### src/rtl/regfile_pkg.sv
// Shared types and defaults for the decode-stage register file.
//   clear_state_t : soft-clear engine states
//   DEF_DATA_W    : default register width
//   DEF_ADDR_W    : default register address width
package regfile_pkg;

  localparam int unsigned DEF_DATA_W = 32;
  localparam int unsigned DEF_ADDR_W = 5;

  typedef enum logic [1:0] {
    IDLE     = 2'd0,
    CLEARING = 2'd1,
    DONE     = 2'd2
  } clear_state_t;

endpackage

### src/rtl/register_file_sb_if.sv
// Bus bundle for register_file_sb: writeback, two read ports, issue
// tracking and soft-clear handshake.
//   master : the pipeline driving addresses/strobes, sampling data/busy
//   slave  : the register file
interface register_file_sb_if #(
  parameter int unsigned DATA_W = regfile_pkg::DEF_DATA_W,
  parameter int unsigned ADDR_W = regfile_pkg::DEF_ADDR_W
);

  logic              writeEnable;
  logic [ADDR_W-1:0] writeAdd;
  logic [DATA_W-1:0] writeData;
  logic [ADDR_W-1:0] readAdd1;
  logic [ADDR_W-1:0] readAdd2;
  logic [DATA_W-1:0] readOut1;
  logic [DATA_W-1:0] readOut2;
  logic              issueEnable;
  logic [ADDR_W-1:0] issueAdd;
  logic              busy1;
  logic              busy2;
  logic              clearReq;
  logic              clearBusy;
  logic              clearDone;

  modport master (
    output writeEnable, writeAdd, writeData,
    output readAdd1, readAdd2,
    output issueEnable, issueAdd,
    output clearReq,
    input  readOut1, readOut2,
    input  busy1, busy2,
    input  clearBusy, clearDone
  );

  modport slave (
    input  writeEnable, writeAdd, writeData,
    input  readAdd1, readAdd2,
    input  issueEnable, issueAdd,
    input  clearReq,
    output readOut1, readOut2,
    output busy1, busy2,
    output clearBusy, clearDone
  );

endinterface

### src/rtl/reg_scoreboard.sv
// Pending-write scoreboard: one bit per register, set on issue, cleared on
// writeback, wiped by the soft-clear start.
//   clk, reset            : clock, async active-high reset
//   clear_all             : drop every pending bit (and any same-edge issue)
//   issue_en / issue_addr : destination register of a newly issued instruction
//   wb_en / wb_addr       : valid writeback
//   rd_addr1 / rd_addr2   : read port addresses to look up
//   fwd1 / fwd2           : read port is being forwarded this cycle
//   busy1 / busy2         : read port has a pending, unforwarded write
module reg_scoreboard #(
  parameter int unsigned ADDR_W   = 5,
  parameter bit          ZERO_REG = 1'b1
) (
  input  logic              clk,
  input  logic              reset,
  input  logic              clear_all,
  input  logic              issue_en,
  input  logic [ADDR_W-1:0] issue_addr,
  input  logic              wb_en,
  input  logic [ADDR_W-1:0] wb_addr,
  input  logic [ADDR_W-1:0] rd_addr1,
  input  logic [ADDR_W-1:0] rd_addr2,
  input  logic              fwd1,
  input  logic              fwd2,
  output logic              busy1,
  output logic              busy2
);

  localparam int unsigned NUM_REGS = 1 << ADDR_W;

  logic [NUM_REGS-1:0] pending;
  logic [NUM_REGS-1:0] pending_nxt;
  logic                issue_ok;

  // The hardwired zero register never has a producer in flight.
  assign issue_ok = issue_en && !(ZERO_REG && (issue_addr == '0));

  // Set is applied after clear so a same-address issue+writeback stays pending.
  always_comb begin
    pending_nxt = pending;
    if (wb_en) begin
      pending_nxt[wb_addr] = 1'b0;
    end
    if (issue_ok) begin
      pending_nxt[issue_addr] = 1'b1;
    end
    if (clear_all) begin
      pending_nxt = '0;
    end
  end

  always_ff @(posedge clk or posedge reset) begin
    if (reset) begin
      pending <= '0;
    end else begin
      pending <= pending_nxt;
    end
  end

  assign busy1 = pending[rd_addr1] && !fwd1;
  assign busy2 = pending[rd_addr2] && !fwd2;

endmodule

### src/rtl/register_file_sb.sv
// Decode-stage register file: two combinational read ports, one synchronous
// write port, optional write-to-read bypass, optional hardwired r0, pending
// write scoreboard and a sequential soft-clear engine.
//   clk   : clock, all state updates on the rising edge
//   reset : async active-high reset
//   rf    : register_file_sb_if slave (write/read/issue/clear signals)
module register_file_sb
  import regfile_pkg::*;
#(
  parameter int unsigned DATA_W   = DEF_DATA_W,
  parameter int unsigned ADDR_W   = DEF_ADDR_W,
  parameter bit          ZERO_REG = 1'b1,
  parameter bit          BYPASS   = 1'b1
) (
  input  logic               clk,
  input  logic               reset,
  register_file_sb_if.slave  rf
);

  localparam int unsigned       NUM_REGS = 1 << ADDR_W;
  localparam logic [ADDR_W-1:0] LAST_IDX = ADDR_W'(NUM_REGS - 1);

  clear_state_t      state;
  logic [ADDR_W-1:0] idx;
  logic              clear_busy_q;
  logic              clear_done_q;
  logic [DATA_W-1:0] regs [NUM_REGS];

  logic              wv;
  logic              issue_v;
  logic              clear_start;
  logic              fwd1;
  logic              fwd2;
  logic [DATA_W-1:0] rd1;
  logic [DATA_W-1:0] rd2;
  logic              sb_busy1;
  logic              sb_busy2;

  // Qualified write/issue: both are dropped while the clear engine owns the array.
  assign wv          = rf.writeEnable && !clear_busy_q &&
                       !(ZERO_REG && (rf.writeAdd == '0));
  assign issue_v     = rf.issueEnable && !clear_busy_q;
  assign clear_start = (state == IDLE) && rf.clearReq;

  assign fwd1 = BYPASS && wv && (rf.writeAdd == rf.readAdd1);
  assign fwd2 = BYPASS && wv && (rf.writeAdd == rf.readAdd2);

  // Soft-clear sequencer; clearBusy/clearDone are registered alongside state.
  always_ff @(posedge clk or posedge reset) begin
    if (reset) begin
      state        <= IDLE;
      idx          <= '0;
      clear_busy_q <= 1'b0;
      clear_done_q <= 1'b0;
    end else begin
      case (state)
        IDLE: begin
          clear_done_q <= 1'b0;
          if (rf.clearReq) begin
            state        <= CLEARING;
            idx          <= '0;
            clear_busy_q <= 1'b1;
          end
        end
        CLEARING: begin
          idx <= idx + ADDR_W'(1);
          if (idx == LAST_IDX) begin
            state        <= DONE;
            clear_busy_q <= 1'b0;
            clear_done_q <= 1'b1;
          end
        end
        DONE: begin
          state        <= IDLE;
          clear_done_q <= 1'b0;
        end
        default: begin
          state        <= IDLE;
          clear_busy_q <= 1'b0;
          clear_done_q <= 1'b0;
        end
      endcase
    end
  end

  // Register array: the clear engine has priority over writeback.
  always_ff @(posedge clk or posedge reset) begin
    if (reset) begin
      for (int unsigned i = 0; i < NUM_REGS; i++) begin
        regs[i] <= '0;
      end
    end else if (clear_busy_q) begin
      regs[idx] <= '0;
    end else if (wv) begin
      regs[rf.writeAdd] <= rf.writeData;
    end
  end

  // Read muxes: zero register beats bypass beats array.
  always_comb begin
    rd1 = regs[rf.readAdd1];
    if (fwd1) begin
      rd1 = rf.writeData;
    end
    if (ZERO_REG && (rf.readAdd1 == '0)) begin
      rd1 = '0;
    end
  end

  always_comb begin
    rd2 = regs[rf.readAdd2];
    if (fwd2) begin
      rd2 = rf.writeData;
    end
    if (ZERO_REG && (rf.readAdd2 == '0)) begin
      rd2 = '0;
    end
  end

  reg_scoreboard #(
    .ADDR_W   (ADDR_W),
    .ZERO_REG (ZERO_REG)
  ) u_scoreboard (
    .clk        (clk),
    .reset      (reset),
    .clear_all  (clear_start),
    .issue_en   (issue_v),
    .issue_addr (rf.issueAdd),
    .wb_en      (wv),
    .wb_addr    (rf.writeAdd),
    .rd_addr1   (rf.readAdd1),
    .rd_addr2   (rf.readAdd2),
    .fwd1       (fwd1),
    .fwd2       (fwd2),
    .busy1      (sb_busy1),
    .busy2      (sb_busy2)
  );

  assign rf.readOut1  = rd1;
  assign rf.readOut2  = rd2;
  assign rf.busy1     = sb_busy1;
  assign rf.busy2     = sb_busy2;
  assign rf.clearBusy = clear_busy_q;
  assign rf.clearDone = clear_done_q;

endmodule

### src/flat_wrapper.sv
// flat-port wrapper written by rule: the top's interface ports become plain ports
module register_file_sb_flat import regfile_pkg::*;
#(
  parameter int unsigned DATA_W   = DEF_DATA_W,
  parameter int unsigned ADDR_W   = DEF_ADDR_W,
  parameter bit          ZERO_REG = 1'b1,
  parameter bit          BYPASS   = 1'b1
)
  (clk, reset, rf_writeEnable, rf_writeAdd, rf_writeData, rf_readAdd1, rf_readAdd2, rf_issueEnable, rf_issueAdd, rf_clearReq, rf_readOut1, rf_readOut2, rf_busy1, rf_busy2, rf_clearBusy, rf_clearDone);
  register_file_sb_if #(.DATA_W(DATA_W), .ADDR_W(ADDR_W)) rf_i ();
  input  logic clk;
  input  logic reset;
  input wire logic [$bits(rf_i.writeEnable)-1:0] rf_writeEnable;
  input wire logic [$bits(rf_i.writeAdd)-1:0] rf_writeAdd;
  input wire logic [$bits(rf_i.writeData)-1:0] rf_writeData;
  input wire logic [$bits(rf_i.readAdd1)-1:0] rf_readAdd1;
  input wire logic [$bits(rf_i.readAdd2)-1:0] rf_readAdd2;
  input wire logic [$bits(rf_i.issueEnable)-1:0] rf_issueEnable;
  input wire logic [$bits(rf_i.issueAdd)-1:0] rf_issueAdd;
  input wire logic [$bits(rf_i.clearReq)-1:0] rf_clearReq;
  output wire logic [$bits(rf_i.readOut1)-1:0] rf_readOut1;
  output wire logic [$bits(rf_i.readOut2)-1:0] rf_readOut2;
  output wire logic [$bits(rf_i.busy1)-1:0] rf_busy1;
  output wire logic [$bits(rf_i.busy2)-1:0] rf_busy2;
  output wire logic [$bits(rf_i.clearBusy)-1:0] rf_clearBusy;
  output wire logic [$bits(rf_i.clearDone)-1:0] rf_clearDone;
  assign rf_i.writeEnable = rf_writeEnable;
  assign rf_i.writeAdd = rf_writeAdd;
  assign rf_i.writeData = rf_writeData;
  assign rf_i.readAdd1 = rf_readAdd1;
  assign rf_i.readAdd2 = rf_readAdd2;
  assign rf_i.issueEnable = rf_issueEnable;
  assign rf_i.issueAdd = rf_issueAdd;
  assign rf_i.clearReq = rf_clearReq;
  assign rf_readOut1 = rf_i.readOut1;
  assign rf_readOut2 = rf_i.readOut2;
  assign rf_busy1 = rf_i.busy1;
  assign rf_busy2 = rf_i.busy2;
  assign rf_clearBusy = rf_i.clearBusy;
  assign rf_clearDone = rf_i.clearDone;
  register_file_sb #(.DATA_W(DATA_W), .ADDR_W(ADDR_W), .ZERO_REG(ZERO_REG), .BYPASS(BYPASS)) u_core (.clk(clk), .reset(reset), .rf(rf_i));
endmodule
### config.mk
export PLATFORM = sky130hd
export DESIGN_NAME = register_file_sb_flat
export DESIGN_NICKNAME = d
export VERILOG_FILES = /design/src/rtl/regfile_pkg.sv /design/src/rtl/register_file_sb_if.sv /design/src/rtl/reg_scoreboard.sv /design/src/rtl/register_file_sb.sv /design/src/flat_wrapper.sv
export SDC_FILE = /design/constraint.sdc
export NUM_CORES = 2
export LEC_CHECK = 0
export ABC_AREA = 0
export CORE_MARGIN = 2
export CORE_UTILIZATION = 35
export CTS_CLUSTER_DIAMETER = 40
export DETAILED_ROUTE_END_ITERATION = 12
export SYNTH_ARGS = -nofsm -noshare
export SYNTH_HDL_FRONTEND = slang
export SYNTH_SLANG_ARGS = --single-unit
### constraint.sdc
create_clock -name clk -period 34.7 [get_ports clk]
set_input_delay 3.47 -clock clk [delete_from_list [all_inputs] [get_ports clk]]
set_output_delay 3.47 -clock clk [all_outputs]
set_load 0.01 [all_outputs]
# After elaboration in Yosys (flattened, before gate mapping)
# Index checks and enable logic that the tools add are counted.
# totals
wordCells,133
register_bits,1065
inputBits,57
output_inout_bits,68
# op_classes
mux,38
addsub,1
order_cmp,12
n_bitwise,10
reduce_logical,28
eq_ne,7
# op_table
cell,n
1024-bit two-way mux,2
1024-bit AND,1
1024-bit bitwise mux,1
1024-bit NOT,1
32-bit two-way mux,13
32-bit binary-select mux with 5-bit select,2
32-bit demux with 5-bit select,2
32-bit AND,1
32-bit NOT,1
32-bit bitwise OR,1
6-bit greater-or-equal comparator (second input constant),4
5-bit by 6-bit less-than comparator with 1-bit output (second input constant),4
5-bit NOT with 6-bit output,4
5-bit zero test,4
1-bit logical AND,13
6-bit by 1-bit less-than comparator with 1-bit output (second input constant),2
1-bit binary-select mux with 5-bit select,2
1-bit demux with 5-bit select,2
5-bit equality test,2
5-bit by 1-bit greater-or-equal comparator with 1-bit output (second input constant),2
5-bit case mux with 2 select lines,1
1-bit two-way mux,8
5-bit by 1-bit adder with 5-bit output (second input constant),1
5-bit equality test (second input constant),1
14 further kinds,21

# Longest topological paths before layout
# depth
word_depth,10
ltp_mapped,10
mapped_depth_nobuf,5

# Modules after synthesis
# Synthesis repeated with hierarchy kept, for this count alone.
# hier_totals
cells_unflattened,4011
hier_area_um2,55343.1
# modules_own_cells
mod,seq_area_each_um2,cells_per_inst,area_each_um2,instances
register_file_sb,25849.8,3801,53318.6,1
reg_scoreboard,800.8,210,2024.4,1

# Least setup slack after synthesis
# OpenSTA, ideal clock, no wires.
# synth_timing
path_kind,input to output
start,in rf_readAdd2[0]
end,out rf_readOut2[14]
setup_slack_ns,25.993
arrival_time_ns,5.237
path_buffers,4
required_time_ns,31.230
stages,8
cell_sequence,buf_2 > buf_4 > buf_4 > buf_2 > mux4_2 > o21ai_0 > a21oi_1 > a211o_1
# synth_between
elab_chain_len,6
elab_cells_between_ends,9
classes_between,eq/ne (1); mux (5); bitwise (1); reduce/logical (2)
# synth_lines
item,line_no,rtl
start: declaration,flat_wrapper.sv:17,input wire logic [$bits(rf_i.readAdd2)-1:0] rf_readAdd2;
5-bit NOT with 6-bit output (not written as such),register_file_sb.sv:111,rd2 = regs[rf.readAdd2];
32-bit binary-select mux with 5-bit select,register_file_sb.sv:111,
32-bit two-way mux (not written as such) (2 in a row),register_file_sb.sv:111,
32-bit two-way mux,register_file_sb.sv:112,if (fwd2) begin
32-bit two-way mux (*),register_file_sb.sv:115,if (ZERO_REG && (rf.readAdd2 == '0)) begin
end: declaration,flat_wrapper.sv:22,output wire logic [$bits(rf_i.readOut2)-1:0] rf_readOut2;
# Mark *: on every way between the ends. The rest lies on a longest branch, timed or not. The select of a mux whose other input is x is not followed.

# Final worst setup path
# layout_timing
start,in rf_readAdd1[0]
end,out rf_readOut1[11]
# layout_between
elab_chain_len,6
elab_cells_between_ends,9
classes_between,eq/ne (1); mux (5); bitwise (1); reduce/logical (2)
# layout_lines
item,line_no,rtl
start: declaration,flat_wrapper.sv:16,input wire logic [$bits(rf_i.readAdd1)-1:0] rf_readAdd1;
5-bit NOT with 6-bit output (not written as such),register_file_sb.sv:101,rd1 = regs[rf.readAdd1];
32-bit binary-select mux with 5-bit select,register_file_sb.sv:101,
32-bit two-way mux (not written as such) (2 in a row),register_file_sb.sv:101,
32-bit two-way mux,register_file_sb.sv:102,if (fwd1) begin
32-bit two-way mux (*),register_file_sb.sv:105,if (ZERO_REG && (rf.readAdd1 == '0)) begin
end: declaration,flat_wrapper.sv:21,output wire logic [$bits(rf_i.readOut1)-1:0] rf_readOut1;
# Marks and branches as above.

==> results.toml <==
[status]
outcome = "finished, final reports clean"

[final_layout]
drive_above_1_share_pct = 22.49
layout.cells.non_filler = 6488
num-nets-final = 4347
area_delta_synth_final_pct = 15.84

[synthesis]
yosysMostFrequentCell = "dfrtp_1"
synth_edf_count = 0
yosys.area.top_type = "dfrtp_1"
syn-cell-area_sq_um = 56050
synthArstFlopShare_pct = 100.0
yosys-top-cells-area = "dfrtp_1, a22o_1, mux4_2"
ys_ff_latch = 1065
yosys.cell_types.count = 57
syn_avg_cell_area_sq_um = 12.74
synth_nets = 4461
yosysWarnings = 0
yosysTopAreaCellShare_pct = 47.55
synthFlopType = "dfrtp_1"
synthCells = 4399
synthTopCellsByCount = "dfrtp_1, a22o_1, clkbuf_1, mux4_2, mux2i_1"
yosysSeqAreaShare_pct = 47.55

[worst_setup_path]
cpLargestDelayFamily = "buffers and inverters"
start_kind = "primary input"
r2r_cells = 7
crit_path_start = "rf_readAdd1[0]"
critical_path_buf_inv_count = 5
worst_ep_arrival_time_ps = 8700
rrSetupSlack_ps = 31150
worst_r2r_endpoint = "u_core.regs[590]"
cp-endpoint = "rf_readOut1[11]"
path_cells = "buf_8, buf_4, buf_4, buf_4, mux4_2, nor2_1, a2111oi_0, a211oi_1, a21oi_1, clkdlybuf4s50_1"
cp_slowest_stage_delay_ps = 860
cp.required_ps = 31230
cp_common_cell = "buf_4"
crit_slowest_cell = "buf_4"
cp.depth = 10
path_max_fanout = 70
endpoint_kind = "output pin"
worstSetupPathType = "in -> out"
timing.rr.start = "u_core.rf.clearBusy"

[die]
core_sq_um = 158700
boundaryPins = 125
die_h_um = 404.2
row_count = 146
die_area_sq_um = 163400
chipWidth_um = 404.2
initial_core_util_pct = 35.31

[global_routing]
grt_first_pass_wirelength_mm = 350.3
antenna_found_initial = 10
track_usage_pct = 29.85
first_global_vias = 45540
grt_max_degree = 183
overflow = 0

[drt]
dr.pass1.iters = 7
via_per_inst = 7.167
drc = 0
routed_wl_mm = 248.0
vias = 46500
antenna_left = 0
dr.first_iter.drc_count = 7259
wl_per_cell_um = 38.23

[clock_network]
cts_tree = "yes"
clk_pin_slew_ps = 60
post-cts-setup-buffers = 0
cts_max_level = 4
cts_sinks = 1065
cts_hold_buf = 0
root_buffer = "clkbuf_16"
clk_path_buf_depth = 3
clk_latency_ps = 800
ctsResizeCount = 0
numCtsBuffers = 152

[pwr]
power_w = 0.004266
ir_drop_mv = 0.04383
pwr-share-clk_pct = 39.4
seqPwrFrac_pct = 38.8
p_comb_share_pct = 21.8
p_sw_w = 0.001352
p_int_w = 0.002914
p_sw_share_pct = 31.69
leakage_nw = 28.48
power_density_nw_per_um2 = 65.70

[sta]
fin_skew_ps = 20.28
rsz0062_at_grt = "false"
max_freq_mhz = 82.20
period_share_pct = 35.06
tns_ps = 0
holdWs_ps = 508.3
worstMarginPinSlew_ps = 1277
slew_headroom_pct = 14.68
slew_violations = 0
fin_ws_ps = 22530
finalSetupViolCount = 0
hold_viol = 0
timing.final.crit_period_ps = 12170

[run]
maxCapViolCount = 0

[min_path]
hp-class = "reg -> reg"

[placement]
numPlacedInstances = 6203
place_hpwl_mm = 134.6
portBuffers = 124
dp_slack_ps = 22540
gp_congestion = 0.8700
[state kept, by name, summed over array words and instances, names as in the netlist]
signal,cells
u_core.idx,5
u_core.regs,1024
u_core.rf.clearBusy,1
u_core.rf.clearDone,1
u_core.state,2
u_core.u_scoreboard.pending,32
[through the flow]
step	util (%)	area, sq um
finish	40.90	64930
floorplan	-	56050
detailed placement	37.44	59440
global route	40.89	64920
CTS	40.89	64920
global placement	37.44	59440
[cells by family after synthesis]
| logic type | synth area share [%] |
|---|---|
| fa+ha+maj | 0.1116 |
| flops | 47.55 |
| compound gates | 22.06 |
| buf+inv | 4.505 |
| xor+xnor | 0.1563 |
| simple gates | 4.806 |
| mux | 20.82 |
[worst min-delay path by stage]
| stage | slack [ps] | startpoint | cells past startpoint | endpoint |
|---|---|---|---|---|
| detailed placement | 490 | u_core.regs[947] | 1 | u_core.regs[947] |
| floorplan | 470 | u_core.regs[1002] | 1 | u_core.regs[1002] |
| global placement | 490 | u_core.regs[1019] | 1 | u_core.regs[1019] |
| finish | 510 | u_core.regs[1015] | 1 | u_core.regs[1015] |
| global route | 520 | u_core.regs[1015] | 1 | u_core.regs[1015] |
| CTS | 510 | u_core.regs[1023] | 1 | u_core.regs[1023] |
[layer usage]
metal	vias to the layer above	track usage (%)	wire (um)	part of all wire (%)
met1	24060	38.34	91060	37
met4	12	19.78	18820	7.6
met2	4080	42.51	105000	42
li1	17330	-	-	-
met5	-	0	105	0.042
met3	1021	10.30	33050	13
[cell usage in the layout, fill, tap and decap left out, drive strengths merged, types with 60 or more instances in the layout]
| cell | Yosys | layout |
|---|---|---|
| a21oi | 94 | 94 |
| a221oi | 62 | 62 |
| a22o | 1013 | 1013 |
| buf | 175 | 188 |
| clkbuf | 396 | 179 |
| clkdlybuf4s50 | 0 | 114 |
| dfrtp | 1065 | 1065 |
| mux2 | 60 | 60 |
| mux2i | 250 | 250 |
| mux4 | 377 | 377 |
| nand2 | 88 | 88 |
| nor2 | 123 | 123 |
| nor3 | 84 | 84 |
| o21ai | 87 | 87 |
| o22ai | 75 | 75 |
[final cells by class]
cell class                 instances  area [sq um]
fill                           14530         93820
sequential                      1065         26650
antenna                            5         12.51
clock inverter                   102          1364
clock buffer                     178          4114
tap                             2072          2592
inverter                          18         75.07
timing repair buffer             303          2620
multi-input combinational       2745         27500
[power groups by stage]
stage | clock network (W) | registers, W | logic, W
final | 0.00168 | 0.00166 | 0.000929
after global routing | 0.00174 | 0.00168 | 0.000966
after CTS | 0.00169 | 0.00164 | 0.000909
after detailed placement | 0 | 0.00166 | 0.000907
after global placement | 0 | 0.00165 | 0.000893
after floorplan | 0 | 0.00160 | 0.000605
(Power assumes the default switching activity.)
